<file path="src/rtl/rat_io_responder.sv">
// Peripheral responder on the RAT MCU port-I/O bus. It decodes PORT_ID, holds the
// LED, 7-seg and timer registers, returns read data on IN_PORT, and raises INTR
// from an interval timer and from button rising edges.
module rat_io_responder #(
    parameter int unsigned PRESCALE    = 100,
    parameter logic [7:0]  LED_ID      = 8'h40,
    parameter logic [7:0]  SSEG_ID     = 8'h81,
    parameter logic [7:0]  SW_ID       = 8'h20,
    parameter logic [7:0]  BTN_ID      = 8'h24,
    parameter logic [7:0]  TMR_LO_ID   = 8'hB0,
    parameter logic [7:0]  TMR_HI_ID   = 8'hB1,
    parameter logic [7:0]  TMR_CTL_ID  = 8'hB2,
    parameter logic [7:0]  INT_STAT_ID = 8'h30,
    parameter logic [7:0]  INT_ACK_ID  = 8'h31
) (
    input  logic       CLK,
    input  logic       RESET,
    input  logic [7:0] PORT_ID,
    input  logic [7:0] OUT_PORT,
    input  logic       IO_STRB,
    output logic [7:0] IN_PORT,
    output logic       INTR,
    input  logic [7:0] SWITCHES,
    input  logic [3:0] BUTTONS,
    output logic [7:0] LEDS,
    output logic [7:0] SSEG_DATA
);

    localparam int unsigned PW      = (PRESCALE > 1) ? $clog2(PRESCALE) : 1;
    localparam int unsigned CNT_W   = 16;
    localparam logic [PW-1:0] PS_MAX = PW'(PRESCALE - 1);

    logic [CNT_W-1:0] reload;
    logic [CNT_W-1:0] counter;
    logic [PW-1:0]    prescaler;
    logic [2:0]       ctl;
    logic             tmr_pend;
    logic             btn_pend;
    logic [3:0]       btn_meta;
    logic [3:0]       btn_sync;
    logic [3:0]       btn_prev;

    logic wr_ctl;
    logic wr_ack;
    logic tmr_start;
    logic tmr_wrap;
    logic tmr_fire;
    logic btn_edge;

    assign wr_ctl    = IO_STRB && (PORT_ID == TMR_CTL_ID);
    assign wr_ack    = IO_STRB && (PORT_ID == INT_ACK_ID);
    assign tmr_start = wr_ctl && OUT_PORT[0] && !ctl[0];
    assign tmr_wrap  = ctl[0] && !tmr_start && (prescaler == PS_MAX);
    assign tmr_fire  = tmr_wrap && (counter == '0);
    assign btn_edge  = |(btn_sync & ~btn_prev);

    // Combinational read mux; write-only and unmapped IDs read as zero.
    always_comb begin
        IN_PORT = 8'h00;
        if (PORT_ID == SW_ID)
            IN_PORT = SWITCHES;
        else if (PORT_ID == BTN_ID)
            IN_PORT = {4'b0000, btn_sync};
        else if (PORT_ID == TMR_CTL_ID)
            IN_PORT = {5'b00000, ctl};
        else if (PORT_ID == INT_STAT_ID)
            IN_PORT = {6'b000000, tmr_pend, btn_pend};
    end

    // Strobed register writes for LED, 7-seg, reload and control.
    always_ff @(posedge CLK or posedge RESET) begin
        if (RESET) begin
            LEDS      <= 8'h00;
            SSEG_DATA <= 8'h00;
            reload    <= '0;
            ctl       <= 3'b000;
        end else if (IO_STRB) begin
            if (PORT_ID == LED_ID)    LEDS          <= OUT_PORT;
            if (PORT_ID == SSEG_ID)   SSEG_DATA     <= OUT_PORT;
            if (PORT_ID == TMR_LO_ID) reload[7:0]   <= OUT_PORT;
            if (PORT_ID == TMR_HI_ID) reload[15:8]  <= OUT_PORT;
            if (wr_ctl)               ctl           <= OUT_PORT[2:0];
        end
    end

    // Interval timer: enable edge restarts from reload; disabled means frozen.
    always_ff @(posedge CLK or posedge RESET) begin
        if (RESET) begin
            counter   <= '0;
            prescaler <= '0;
        end else if (tmr_start) begin
            counter   <= reload;
            prescaler <= '0;
        end else if (ctl[0]) begin
            if (tmr_wrap) begin
                prescaler <= '0;
                counter   <= tmr_fire ? reload : counter - CNT_W'(1);
            end else begin
                prescaler <= prescaler + PW'(1);
            end
        end
    end

    // Two-flop button synchronizer plus previous-value register for edge detect.
    always_ff @(posedge CLK or posedge RESET) begin
        if (RESET) begin
            btn_meta <= 4'b0000;
            btn_sync <= 4'b0000;
            btn_prev <= 4'b0000;
        end else begin
            btn_meta <= BUTTONS;
            btn_sync <= btn_meta;
            btn_prev <= btn_sync;
        end
    end

    // Pending bits (set beats ack) and the registered, masked interrupt request.
    always_ff @(posedge CLK or posedge RESET) begin
        if (RESET) begin
            tmr_pend <= 1'b0;
            btn_pend <= 1'b0;
            INTR     <= 1'b0;
        end else begin
            tmr_pend <= tmr_fire || (tmr_pend && !(wr_ack && OUT_PORT[1]));
            btn_pend <= btn_edge || (btn_pend && !(wr_ack && OUT_PORT[0]));
            INTR     <= (tmr_pend && ctl[1]) || (btn_pend && ctl[2]);
        end
    end

endmodule

</file>
<file path="config.mk">
export PLATFORM = sky130hd
export DESIGN_NAME = rat_io_responder
export DESIGN_NICKNAME = d
export VERILOG_FILES = /design/src/rtl/rat_io_responder.sv
export SDC_FILE = /design/constraint.sdc
export NUM_CORES = 1
export LEC_CHECK = 0
export CAP_MARGIN = 20
export CORE_MARGIN = 2
export CORE_UTILIZATION = 54
export DETAILED_ROUTE_END_ITERATION = 10
export PLACE_DENSITY = 0.84
export SKIP_CTS_REPAIR_TIMING = 1
export SYNTH_ARGS = -nofsm -noshare
export SYNTH_HDL_FRONTEND = slang
export SYNTH_SLANG_ARGS = --single-unit
</file>
<file path="constraint.sdc">
create_clock -name CLK -period 2.7 [get_ports CLK]
set_input_delay 0.27 -clock CLK [delete_from_list [all_inputs] [get_ports CLK]]
set_output_delay 0.27 -clock CLK [all_outputs]
set_load 0.005 [all_outputs]
</file>
After elaboration in Yosys (flattened, before gate mapping) --
Cells that the tools add are included.
Word-level totals: input port bits 31, register bits after elaboration 73, word-level logic and storage cells 68
Cells by class: mux-type cells 11, eq/ne operators 10, reduce and logical (&&, ||, !) cells 30, bitwise logic cells 2, add/subtract/negate cells 2
Operator list (count):
- $mux W16 | 4
- $eq A8 B6 Y1 const B | 4
- $eq A8 B8 Y1 const B | 4
- $mux W7 | 3
- $logic_not A16 Y1 | 1
- $sub A16 B1 Y16 const B | 1
- $logic_and A1 B1 Y1 | 13
- $reduce_and A2 Y1 | 6
- $eq A8 B7 Y1 const B | 1
- $mux W8 | 1
- $add A7 B1 Y7 const B | 1
- $eq A7 B7 Y1 const B | 1
- $and A4 B4 Y4 | 1
- $logic_not A1 Y1 | 4
- $mux W4 | 1
- $not A4 Y4 | 1
- $reduce_bool A2 Y1 | 2
- $reduce_or A4 Y1 | 1
- $logic_or A1 B1 Y1 | 3
- $mux W3 | 1
- $mux W2 | 1

Longest topological paths before layout --
Gate-level depths: netlist of the first run.
depth in word-level cells 12, mapped depth 8, mapped depth without buffers 7

Least setup slack after synthesis of the first run --
No wires, ideal clock.
path type register to register, start point register counter[0], end point register counter[14], data required time 2576 ps, data arrival time 1813 ps, path slack 763 ps, library setup time 124 ps, cell stages (with the launch flop) 8, cell sequence dfrtp_1 inv_1 ha_1 or4b_4 nor4b_4 a2bb2oi_1 o211ai_1 nand2_1
On the way: word-level cells in the longest chain between the ends 6, elaborated cells on any way between the ends 7
Ends and longest elaborated chain:
- start, declared | line 34 | logic [CNT_W-1:0] counter;
- start signal, assigned | line 92 | counter <= reload;
- start signal, assigned | line 97 | counter <= tmr_fire ? reload : counter - CNT_W'(1);
- parallel branches: the longest is 2 deep, another holds $sub A16 B1 Y16
- $mux W16 (*) | line 97
- $mux W16 (*) | line 95 | if (tmr_wrap) begin
- $mux W16 (*) | line 94 | end else if (ctl[0]) begin
- $mux W16 (*) | line 91 | end else if (tmr_start) begin
Every way passes the cells marked *. The select of a mux whose other input is x is not followed. A chain may end at the register's enable or synchronous reset.

Worst setup path in the final report of the first run --
start point input port PORT_ID[1], end point output port IN_PORT[0]
On the way: word-level cells in the longest chain between the ends 5, elaborated cells on any way between the ends 8
Ends and longest elaborated chain:
- start, declared | line 18 | input logic [7:0] PORT_ID,
- $eq A8 B6 Y1 | line 66 | else if (PORT_ID == INT_STAT_ID)
- $mux W2 | line 66
- $mux W3 | line 64 | else if (PORT_ID == TMR_CTL_ID)
- $mux W4 | line 62 | else if (PORT_ID == BTN_ID)
- $mux W8 (*) | line 60 | if (PORT_ID == SW_ID)
- end, declared | line 21 | output logic [7:0] IN_PORT,
Every way passes the cells marked *; elsewhere a longest branch is shown, timed or not.

==> results of run 1 <==
## cells in the mapped netlist (all sizes together) (5+ instances only)
cell	count
a21oi	7
and2	6
mux2	33
nand3	7
inv	14
o21ai	15
nor2	18
nand2	28
nand4	6
nor3	8
o22ai	6
dfrtp	73
buf	5
and3	7
a211oi	5
## flip-flops by register name, summed over array words and instances, names as in the netlist, 3 cells and up
| name | flops |
|---|---|
| LEDS | 8 |
| SSEG_DATA | 8 |
| btn_meta | 4 |
| btn_prev | 4 |
| btn_sync | 4 |
| counter | 16 |
| ctl | 3 |
| prescaler | 7 |
| reload | 16 |
## path summary, 6_finish.rpt
path	depth (start not counted)	from	end
setup / recovery	6	PORT_ID[1]	IN_PORT[0]
hold / removal	2	RESET	SSEG_DATA[7]
setup reg to reg	8	counter[0]	counter[13]
hold reg to reg	0	btn_meta[0]	btn_sync[0]
max in group asynchronous	3	RESET	prescaler[2]
min in group CLK	0	btn_meta[0]	btn_sync[0]
## layout make-up
cell class / count / area (µm²)
tap: 77 / 96.3
inverter: 14 / 52.6
clock inverter: 6 / 67.6
multi-input combinational: 213 / 1630
timing repair buffer: 73 / 686
sequential: 73 / 1830
fill: 415 / 1860
clock buffer: 10 / 128
## layer usage
metal	GRT usage, %	vias to the layer above
met5	0	-
met4	11.0	0
met3	3.99	14
met2	37.3	95
met1	31.1	1383
li1	-	1307
## cell families after synthesis
family          after synthesis  share of synthesized area (%)
simple gates                104                           18.5
mux                          36                           11.3
flops                        73                           51.6
buf+inv                      22                           2.69
xor+xnor                      5                           1.24
fa+ha+maj                     3                           1.06
compound gates               65                           13.5
## power by group through the flow
stage / clock, µW / sequential [µW] / combinational, µW
global placement: 0 / 1270 / 282
CTS: 857 / 1260 / 298
global route: 899 / 1270 / 336
finish: 855 / 1260 / 297
floorplan: 0 / 1250 / 168
detailed placement: 0 / 1280 / 296
## stage by stage
step,utilization [%],std cells,hold WS [ns],total power [µW],worst slack [ns]
3_5_place_dp,67.4,450,0.336,1570,-0.0915
5_1_grt,70.7,466,0.330,2500,0.0101
4_1_cts,70.5,466,0.274,2410,-0.0887
2_1_floorplan,-,308,0.301,1420,0.577
3_3_place_gp,67.4,450,0.332,1550,0.00302
6_report,70.7,466,0.264,2410,0.120
==> flow_metrics.env, run 1 <==
export IMPL_fin_crit_ns=2.58
export IMPL_port_buffers=55
export IMPL_maxSlewHeadroom_pct=66.5
export IMPL_clock_sink_count=73
export IMPL_synthTopCellsByArea="dfrtp_1 52%, mux2_2 7.6%, nand2_1 3.0%"
export IMPL_synth_top_area_share_pct=51.6
export IMPL_synth_edf_count=0
export IMPL_hold_viol=0
export IMPL_worst_path_buf_inv=2
export IMPL_synth_ff_type="dfrtp_1"
export IMPL_avgRoutedWirePerCell_um=17.1
export IMPL_vias=2799
export IMPL_crit_required_ns=2.43
export IMPL_peakVddDrop_mv=0.437
export IMPL_viasPerCell=6.01
export IMPL_dr_wl_met2_um=3950
export IMPL_final_common_cell="dfrtp_1"
export IMPL_tns_ns=0
export IMPL_fin_nets=418
export IMPL_hpwlAfterDp_um=5830
export IMPL_initial_core_util_pct=55.7
export IMPL_avgSynthCellArea_um2=11.5
export IMPL_cpPeakStageDelay_ns=0.52
export IMPL_cts_max_path_buffers=2
export IMPL_synthArstFlopShare_pct=100
export IMPL_syn_nets=342
export IMPL_cp_slowest_cell="clkdlybuf4s50_1"
export IMPL_p_per_area_mw_per_mm2=536
export IMPL_synth_cells=308
export IMPL_slew_viol_final=0
export IMPL_diodes=0
export IMPL_grt_pass1_vias=2758
export IMPL_syn_area_mm2=0.00354
export IMPL_numCtsBuffers=9
export IMPL_ios=56
export IMPL_die_h_um=85.0
export IMPL_die_area_mm2=0.00722
export IMPL_ys_ff_latch=73
export IMPL_grt_max_degree=27
export IMPL_grt_usage_pct=23.3
export IMPL_seqPwrFrac_pct=52.2
export IMPL_r2r_slack_ns=0.35
export IMPL_route_top_layer_used="met4"
export IMPL_combPwrFrac_pct=12.3
export IMPL_tritoncts="yes"
export IMPL_yosysUniqueCellTypes=64
export IMPL_switching_power_uw=639
export IMPL_finalCritPeriodShare_pct=95.6
export IMPL_path_cells="clkdlybuf4s50_1, or3_4, nor4b_4, nand2_1, a32oi_1, clkdlybuf4s50_1"
export IMPL_grt_antenna_before_repair=0
export IMPL_wirelength_um=7980
export IMPL_drv_cap=0
export IMPL_setup_violations_final=0
export IMPL_crit_family="buffers and inverters"
export IMPL_outcome="completed"
export IMPL_cts_root_buf="clkbuf_8"
export IMPL_final_layout_size_suffix_gt1_share_pct=19.5
export IMPL_drtAntennaViolNets=0
export IMPL_drtIter0Drc=226
export IMPL_finalWeightedCongestion=0.871
export IMPL_critPathMaxFanout=4
export IMPL_drt_met1_wl_um=3430
export IMPL_final_area_mm2=0.00449
export IMPL_path_common_cell="clkdlybuf4s50_1"
export IMPL_insertion_delay_ns=0.35
export IMPL_clock_skew_ns=0.00814
export IMPL_crit_arrival_ns=2.31
export IMPL_synth_seq_area_share_pct=51.6
export IMPL_grt_setup_unrepaired="no"
export IMPL_final_cell_mix="73 x dfrtp_1, 55 x clkdlybuf4s50_1, 28 x nand2_1, 24 x mux2_2"
export IMPL_cts_htree_levels=3
export IMPL_leakage_uw=0.00204
export IMPL_clock_fmax_mhz=388
export IMPL_area_growth_pct=26.9
export IMPL_place_area_mm2=0.00428
export IMPL_drtPass1Iterations=4
export IMPL_grt_pass1_wl_um=13300
export IMPL_worst_pin_slew_ns=0.502
export IMPL_cp_start_kind="input pin"
export IMPL_critPathKind="in -> out"
export IMPL_clockPowerShare_pct=35.5
export IMPL_critPathCaptureType="primary output"
export IMPL_clk_pin_slew_ns=0.08
export IMPL_yosysTopAreaCell="dfrtp_1"
export IMPL_hold_path_class="in -> async"
export IMPL_wl_met3_um=442
export IMPL_grt_overflow=0
export IMPL_core_mm2=0.00635
export IMPL_row_count=29
export IMPL_sw_frac_of_total_pct=26.5
export IMPL_p_int_uw=1770
export IMPL_dieWidth_um=85.0
export IMPL_yosys_warnings=0
export IMPL_route_detailed_drc=0
(Power assumes the default switching activity.)
==> run 2, diff against run 1 <==
CAP_MARGIN = default   (was 20)
==> results of run 2 <==
Same layout as run 1: the final DEF is identical, and so are final timing and power.
==> run 3, diff against run 2 <==
CORE_ASPECT_RATIO = 1.5   (was default)
SLEW_MARGIN = 25   (was default)
==> flow_metrics.env, run 3 (same netlist as run 1, synthesis figures left out) <==
export IMPL_leakage_uw=0.00206
export IMPL_drtPass1Iterations=5
export IMPL_diodes=0
export IMPL_avgRoutedWirePerCell_um=18.6
export IMPL_critPathKind="in -> out"
export IMPL_tritoncts="yes"
export IMPL_cts_max_path_buffers=2
export IMPL_hold_path_class="reg -> reg"
export IMPL_peakVddDrop_mv=0.509
export IMPL_maxSlewHeadroom_pct=53.0
export IMPL_grt_setup_unrepaired="no"
export IMPL_critPathMaxFanout=4
export IMPL_critPathCaptureType="primary output"
export IMPL_outcome="completed"
export IMPL_rr_startpoint="counter[10]"
export IMPL_r2r_end="counter[3]"
export IMPL_port_buffers=55
export IMPL_fin_crit_ns=2.57
export IMPL_die_h_um=103
export IMPL_crit_required_ns=2.43
export IMPL_cts_root_buf="clkbuf_8"
export IMPL_cts_htree_levels=3
export IMPL_grt_max_degree=43
export IMPL_ios=56
export IMPL_route_detailed_drc=0
export IMPL_crit_arrival_ns=2.30
export IMPL_fin_nets=418
export IMPL_power_uw=2490
export IMPL_core_mm2=0.00644
export IMPL_hold_end="btn_sync[1]"
export IMPL_clk_pin_slew_ns=0.07
export IMPL_grt_antenna_before_repair=0
export IMPL_area_growth_pct=27.9
export IMPL_final_layout_size_suffix_gt1_share_pct=19.8
export IMPL_drtAntennaViolNets=0
export IMPL_worst_pin_slew_ns=0.705
export IMPL_finalCritPeriodShare_pct=95.0
export IMPL_dieWidth_um=70.1
export IMPL_insertion_delay_ns=0.34
export IMPL_cp_start_kind="input pin"
export IMPL_instances_no_fill=465
export IMPL_r2r_cells=6
export IMPL_p_per_area_mw_per_mm2=551
export IMPL_hold_viol=0
export IMPL_drv_cap=0
export IMPL_clock_sink_count=73
export IMPL_pre_cts_slack_ns=-0.0644
export IMPL_clock_skew_ns=0.00980
export IMPL_hpwlAfterDp_um=6050
export IMPL_setup_ws_ns=0.134
export IMPL_finalWeightedCongestion=0.862
export IMPL_placed_cells=449
export IMPL_min_path_cells=0
export IMPL_final_cell_mix="73 x dfrtp_1, 55 x clkdlybuf4s50_1, 28 x nand2_1, 24 x mux2_2, 18 x nor2_1"
export IMPL_grt_pass1_vias=2850
export IMPL_r2r_slack_ns=0.47
export IMPL_grt_overflow=0
export IMPL_vias=2851
export IMPL_clock_fmax_mhz=390
export IMPL_grt_pass1_wl_um=13800
export IMPL_numCtsBuffers=9
export IMPL_wirelength_um=8660
export IMPL_num_fill_cells=439
export IMPL_final_util_pct=70.3
export IMPL_reg_top3="counter: 16 flops, reload: 16 flops"
export IMPL_viasPerCell=6.13
export IMPL_final_common_cell="dfrtp_1"
export IMPL_row_count=36
export IMPL_initial_core_util_pct=55.0
export IMPL_whs_ns=0.350
export IMPL_hold_start="btn_meta[1]"
export IMPL_die_area_mm2=0.00723
export IMPL_drtIter0Drc=221
export IMPL_setup_violations_final=0
export IMPL_grt_usage_pct=24.9
export IMPL_slew_viol_final=0
-- run 3: changes by cell type in the layout (fill, tap and decap cells not counted) --
cell / change
clkbuf_1: -1
clkinv_4: +1
buf_12: +1
buf_4: -1
clkinvlp_4: -1
inv_6: -1
clkinv_2: +1
bufinv_16: +1
-- run 3: final cells by class --
cell class	instances	area [µm²]	share of cell area, %
Tap cell	76	95.1	2.10
Multi-Input combinational cell	213	1630	36.1
Inverter	14	52.6	1.16
Clock inverter	7	95.1	2.10
Timing Repair Buffer	73	698	15.4
Clock buffer	9	124	2.74
Sequential cell	73	1830	40.4
-- run 3: metal layers --
layer | track usage, % | vias to the layer above | part of all wire [%]
li1 | - | 1297 | -
met1 | 28.2 | 1427 | 39
met2 | 45.3 | 103 | 55
met3 | 5.08 | 24 | 3.7
met4 | 11.1 | 0 | 2.2
met5 | 0 | - | 0
-- run 3: worst max-delay path by stage --
stage	from	end	slack, ns	depth (start not counted)
after floorplan	RESET	INTR	0.58	1
after global placement	PORT_ID[5]	IN_PORT[1]	-0.03	6
after detailed placement	PORT_ID[5]	IN_PORT[1]	-0.06	6
after CTS	PORT_ID[5]	IN_PORT[1]	-0.07	6
after global routing	PORT_ID[5]	IN_PORT[1]	0.01	6
final	PORT_ID[1]	IN_PORT[1]	0.13	6
-- run 3: per-stage QoR --
| stage | area [µm²] | setup TNS (ns) |
|---|---|---|
| floorplan | 3540 | 0 |
| global placement | 4290 | -0.0468 |
| detailed placement | 4290 | -0.137 |
| CTS | 4510 | -0.148 |
| global route | 4530 | 0 |
| finish | 4530 | 0 |
-- run 3: worst max-delay path, stage by stage --
cell and delay [ns]:
clkdlybuf4s50_1 0.45, or3_4 0.42, nor4b_4 0.34, nand2_1 0.09
a32oi_1 0.20, clkdlybuf4s50_1 0.53
-- run 3: report_power, final --
part / internal, µW / leakage, µW / switching, µW
combinational: 166 / 0.000997 / 140
sequential: 1180 / 0.000955 / 82.8
clock: 520 / 0.000109 / 409
total: 1860 / 0.00206 / 632
